File: src/rtl/uart_rx.sv
// UART 8N1 receive front end: synchronises the RX pin, samples each bit at mid-period
// and writes {frame_err, data} into a downstream FIFO. It never writes into a full FIFO.
module uart_rx #(
  parameter int CLKS_PER_BIT = 217
) (
  input  logic       i_clk,
  input  logic       i_rst_n,
  input  logic       i_rx,
  input  logic       i_fifo_full,
  output logic       o_wr_en,
  output logic [8:0] o_wr_data,
  output logic       o_overrun,
  output logic       o_busy
);

  localparam int HALF_BIT  = CLKS_PER_BIT / 2;
  localparam int CNT_WIDTH = $clog2(CLKS_PER_BIT);

  localparam logic [CNT_WIDTH-1:0] CNT_HALF = CNT_WIDTH'(HALF_BIT - 1);
  localparam logic [CNT_WIDTH-1:0] CNT_LAST = CNT_WIDTH'(CLKS_PER_BIT - 1);
  localparam logic [CNT_WIDTH-1:0] CNT_ONE  = CNT_WIDTH'(1);

  localparam logic [1:0] IDLE  = 2'd0;
  localparam logic [1:0] START = 2'd1;
  localparam logic [1:0] DATA  = 2'd2;
  localparam logic [1:0] STOP  = 2'd3;

  logic [1:0]           state_reg;
  logic [CNT_WIDTH-1:0] cnt_reg;
  logic [2:0]           bit_idx_reg;
  logic [7:0]           shift_reg;
  logic                 rx_meta_reg;
  logic                 rx_s_reg;
  logic                 rx_prev_reg;
  logic                 wr_en_reg;
  logic [8:0]           wr_data_reg;
  logic                 overrun_reg;

  always_ff @(posedge i_clk or negedge i_rst_n) begin
    if (!i_rst_n) begin
      state_reg   <= IDLE;
      cnt_reg     <= '0;
      bit_idx_reg <= '0;
      shift_reg   <= '0;
      rx_meta_reg <= 1'b1;
      rx_s_reg    <= 1'b1;
      rx_prev_reg <= 1'b1;
      wr_en_reg   <= 1'b0;
      wr_data_reg <= '0;
      overrun_reg <= 1'b0;
    end else begin
      rx_meta_reg <= i_rx;
      rx_s_reg    <= rx_meta_reg;
      rx_prev_reg <= rx_s_reg;
      wr_en_reg   <= 1'b0;
      overrun_reg <= 1'b0;

      case (state_reg)
        IDLE: begin
          // Edge-triggered only, so a line stuck low (break) cannot retrigger.
          if (rx_prev_reg && !rx_s_reg) begin
            state_reg <= START;
            cnt_reg   <= '0;
          end
        end

        START: begin
          if (cnt_reg == CNT_HALF) begin
            cnt_reg <= '0;
            if (!rx_s_reg) begin
              state_reg   <= DATA;
              bit_idx_reg <= '0;
            end else begin
              state_reg <= IDLE;
            end
          end else begin
            cnt_reg <= cnt_reg + CNT_ONE;
          end
        end

        DATA: begin
          if (cnt_reg == CNT_LAST) begin
            cnt_reg                <= '0;
            shift_reg[bit_idx_reg] <= rx_s_reg;
            if (bit_idx_reg == 3'd7) begin
              state_reg <= STOP;
            end else begin
              bit_idx_reg <= bit_idx_reg + 3'd1;
            end
          end else begin
            cnt_reg <= cnt_reg + CNT_ONE;
          end
        end

        STOP: begin
          // Leave at the stop-bit midpoint so a following start edge is not missed.
          if (cnt_reg == CNT_LAST) begin
            cnt_reg   <= '0;
            state_reg <= IDLE;
            if (!i_fifo_full) begin
              wr_en_reg   <= 1'b1;
              wr_data_reg <= {~rx_s_reg, shift_reg};
            end else begin
              overrun_reg <= 1'b1;
            end
          end else begin
            cnt_reg <= cnt_reg + CNT_ONE;
          end
        end

        default: state_reg <= IDLE;
      endcase
    end
  end

  assign o_wr_en   = wr_en_reg;
  assign o_wr_data = wr_data_reg;
  assign o_overrun = overrun_reg;
  assign o_busy    = (state_reg != IDLE);

endmodule

File: config.mk
export PLATFORM = sky130hd
export DESIGN_NAME = uart_rx
export DESIGN_NICKNAME = d
export VERILOG_FILES = /design/src/rtl/uart_rx.sv
export SDC_FILE = /design/constraint.sdc
export NUM_CORES = 1
export LEC_CHECK = 0
export ABC_AREA = 1
export BUFFER_PORTS_ARGS = -buffer_cell sky130_fd_sc_hd__buf_2
export CAP_MARGIN = 30
export CORE_MARGIN = 2
export CORE_UTILIZATION = 30
export CTS_CLUSTER_SIZE = 30
export DETAILED_ROUTE_END_ITERATION = 10
export GPL_TIMING_DRIVEN = 0
export HOLD_SLACK_MARGIN = 0.02
export SKIP_LAST_GASP = 1
export SYNTH_ARGS = -nofsm -noshare
export SYNTH_HDL_FRONTEND = slang
export SYNTH_SLANG_ARGS = --single-unit
File: constraint.sdc
create_clock -name i_clk -period 1.6 [get_ports i_clk]
set_clock_uncertainty 0.1 [all_clocks]
set_input_delay 0.16 -clock i_clk [delete_from_list [all_inputs] [get_ports i_clk]]
set_output_delay 0.16 -clock i_clk [all_outputs]
set_load 0.005 [all_outputs]
==> tab_implementation.tex <==
\begin{tabular}{lr}
\hline
Metric & Value \\
\hline
\multicolumn{2}{l}{\textbf{Detailed routing}} \\
\quad Antenna Nets Post-Route & 0 \\
\quad Via density & 4.397 \\
\quad DRC & 0 \\
\quad First-pass iteration count of the detailed router & 4 \\
\quad Drt wl/cell & 10.89 µm \\
\quad Vias after detailed routing & 1363 \\
\quad Total Wirelength & 3.377 mm \\
\quad Violation count after the first detailed-route iteration & 58 \\
\multicolumn{2}{l}{\textbf{Worst setup path}} \\
\quad Worst reg-to-reg setup slack & 0.05 ns \\
\quad Startpoint type of the worst setup path & flip-flop \\
\quad Count of cells along the worst register-to-register path & 10 \\
\quad Worst EP arrival & 1.62 ns \\
\quad CP max FO & 10 \\
\quad Critical path class & flip-flop to flip-flop \\
\quad Critical path data required time & 1.68 ns \\
\quad CP endpoint kind & flip-flop \\
\multicolumn{2}{l}{\textbf{Finish}} \\
\quad Antenna fix cells & 0 \\
\quad Total number of nets in the final design & 245 \\
\quad Share of cells above drive strength 1 & 33.19\% \\
\quad Layout fillers & 597 \\
\quad Flip-flop count of the largest register, all copies and words added & 9 \\
\quad Synthesis-to-layout area growth & 25.69\% \\
\multicolumn{2}{l}{\textbf{STA}} \\
\quad Post-route minimum period & 1.546 ns \\
\quad Achievable clock frequency & 646.7 MHz \\
\quad Final period util & 96.64\% \\
\quad Setup repair after global routing missed its margin & yes \\
\quad Final setup violating endpoints & 0 \\
\quad Final count of hold timing violations & 0 \\
\quad Worst slew slack as a fraction of its limit & 48.50\% \\
\quad Worst Slack Setup Final & 0.05376 ns \\
\quad Total Neg Setup Slack & 0 ns \\
\quad Transition at the pin with the smallest max-transition slack & 0.7725 ns \\
\quad Max Transition Viols Final & 0 \\
\multicolumn{2}{l}{\textbf{Logic synthesis}} \\
\quad Count of synthesis-stage warnings from yosys & 0 \\
\quad Netlist area before placement & 0.001763 mm² \\
\quad Leading area contributor after synthesis & dfrtp\_1 \\
\quad Number of enable flip-flop cells after synthesis & 0 \\
\quad Top\_reg\_cell synth & dfrtp\_1 \\
\quad Most frequent cell after synthesis & nand2\_1 \\
\quad Area share of the largest cell type after synthesis & 45.42\% \\
\quad Top cells by instance count after synthesis & nand2\_1, dfrtp\_1, inv\_1 \\
\quad Fraction of registers with async set or reset after synthesis & 100.0\% \\
\quad Number of standard cells after synthesis & 204 \\
\quad Sequential share of the synthesized area & 49.89\% \\
\quad Synthesized area per cell & 8.642 µm² \\
\quad Cell types with the largest area share after synthesis & dfrtp\_1, nand2\_1, inv\_1 \\
\quad Post-Synthesis Net Count & 212 \\
\quad Number of storage elements in the synthesis netlist & 35 \\
\quad Synth cell types & 26 \\
\multicolumn{2}{l}{\textbf{Clocking}} \\
\quad Clock tree from TritonCTS & built \\
\quad Reg clk slew, reported paths & 0.08 ns \\
\quad Number of levels in the clock H-tree & 2 \\
\quad Clock insertion delay at the later pin of the skew report & 0.28 ns \\
\quad Inserted Clock Buffers & 5 \\
\quad Sinks on Clock Net & 35 \\
\quad Number of buffers between clock root and the deepest sink & 2 \\
\quad Buffer cell driving the clock tree root & clkbuf\_8 \\
\multicolumn{2}{l}{\textbf{Power}} \\
\quad P\_leak & 1.096 nW \\
\quad Cell internal pwr & 1.732 mW \\
\quad Seq pwr share & 40.4\% \\
\quad Switching power of the nets & 988.2 µW \\
\quad Worst vdd ir & 0.4291 mV \\
\quad Switching Fraction & 36.33\% \\
\quad Fraction of power consumed by combinational cells & 30.8\% \\
\quad Power density cells & 1228 mW/mm² \\
\quad Share of power burned in the clock network & 28.9\% \\
\multicolumn{2}{l}{\textbf{Place}} \\
\quad Post-placement worst setup slack & -0.08192 ns \\
\quad RD Place Congestion & 0.7948 \\
\quad HPWL Detailed & 2.318 mm \\
\quad Port-buffer cells & 15 \\
\multicolumn{2}{l}{\textbf{Floorplanning}} \\
\quad Die Outline Area & 0.006506 mm² \\
\quad Core ar. & 0.005608 mm² \\
\quad Site Rows & 27 \\
\quad Top-Level Pins & 16 \\
\quad Die X-Extent & 80.66 µm \\
\quad Initial standard-cell utilization of the core & 31.44\% \\
\quad Die Y & 80.66 µm \\
\multicolumn{2}{l}{\textbf{Global routing}} \\
\quad Total congestion overflow & 0 \\
\quad Number of antenna violations at the first check in global routing & 0 \\
\quad GRT Overall Usage & 11.42\% \\
\quad Wire length of the first global-routing pass & 5.664 mm \\
\quad Maximum number of pins on one net before global-route repair & 36 \\
\quad Number of global-route vias before repair & 1224 \\
\multicolumn{2}{l}{\textbf{Job}} \\
\quad Max\_cap viols & 0 \\
\multicolumn{2}{l}{\textbf{Worst hold path}} \\
\quad Number of stages on the worst hold path & 3 \\
\quad Type of the tightest min-delay check & primary input to flip-flop \\
\multicolumn{2}{l}{\textbf{Run status}} \\
\quad Run status & complete, no violations \\
\hline
\end{tabular}
-- final timing paths --
check / to / startpoint
setup / recovery: shift_reg[3] / cnt_reg[1]
hold / removal: o_overrun / i_fifo_full
setup reg to reg: shift_reg[3] / cnt_reg[1]
hold reg to reg: rx_s_reg / rx_meta_reg
max in group asynchronous: bit_idx_reg[0] / i_rst_n
min in group asynchronous: cnt_reg[0] / i_rst_n
-- routing by layer --
layer  vias up  wire, µm  global-route usage, %
li1        724         -                      -
met3         6       106                  3.034
met5         -         0                      0
met1       615      1641                  15.23
met2        18      1561                  17.00
met4         0        68                  5.593
-- placed cells by master (no fill, tap or decap), types with 2 or more instances in the layout --
cell type / n
dfrtp_1: 31
o21ai_1: 9
ha_4: 2
buf_4: 8
inv_2: 10
a21oi_1: 2
nor2_4: 2
o22ai_1: 2
o21ai_0: 12
nor2_1: 6
buf_2: 15
clkbuf_8: 5
nand2_1: 47
nand3_1: 13
o31ai_1: 3
ha_1: 2
nand2_4: 4
nand3_4: 2
nand2_2: 8
inv_1: 24
nor3_2: 2
o21ai_2: 5
nand4_1: 4
dfstp_2: 3
dlygate4sd3_1: 2
nor2_2: 4
-- final cells by class --
| type | instances | area, µm² | area share (%) |
|---|---|---|---|
| tap | 72 | 90.09 | 4.065 |
| inverter | 34 | 127.6 | 5.759 |
| buffer | 2 | 26.28 | 1.186 |
| multi-input combinational | 133 | 798.3 | 36.02 |
| timing repair buffer | 26 | 180.2 | 8.131 |
| sequential | 35 | 880.8 | 39.75 |
| clock inverter | 3 | 43.79 | 1.976 |
| clock buffer | 5 | 68.82 | 3.106 |
-- critical path, cell delays in order (launching register included) --
cell	delay [ns]
dfrtp_1	0.38
inv_1	0.11
ha_4	0.14
nand2_2	0.05
nor2_2	0.08
nand2_2	0.09
buf_6	0.16
nor2_8	0.10
nand3_1	0.10
nand2_1	0.08
o21ai_1	0.06
-- cells by family after synthesis --
| logic type | Yosys count | share of synthesized area (%) |
|---|---|---|
| flops | 35 | 49.89 |
| buf+inv | 36 | 8.517 |
| simple gates | 96 | 27.75 |
| fa+ha+maj | 4 | 2.839 |
| compound gates | 33 | 11.00 |
-- what timing repair did --
item | 4_1_cts | 5_1_grt
buffers inserted | 1 | 7
hold endpoints to repair | 33 | 0
resized for setup | 3 | 18
pin swaps | 0 | 4
hold buffers | 2 | 0
endpoints found under the setup margin | 17 | 24
gates cloned | 0 | 1
-- power groups by stage --
stage / registers, mW / logic, mW / clock network (mW)
2_1_floorplan: 1.08 / 0.562 / 0
3_3_place_gp: 1.10 / 0.702 / 0
3_5_place_dp: 1.11 / 0.716 / 0
4_1_cts: 1.09 / 0.744 / 0.824
5_1_grt: 1.11 / 0.956 / 0.856
6_report: 1.10 / 0.838 / 0.785
-- metrics by stage --
| stage | utilization [%] | std cells | total power, mW | hold slack, ns | instance area [µm²] |
|---|---|---|---|---|---|
| floorplan | - | 204 | 1.641 | -0.2356 | 1763 |
| global placement | 34.38 | 291 | 1.805 | 0.1708 | 1928 |
| detailed placement | 34.38 | 291 | 1.822 | 0.1662 | 1928 |
| CTS | 37.01 | 302 | 2.660 | 0.07864 | 2076 |
| global route | 39.51 | 310 | 2.923 | 0.08863 | 2216 |
| finish | 39.51 | 310 | 2.720 | 0.08347 | 2216 |
No activity file was read; power rests on OpenSTA's default activity.
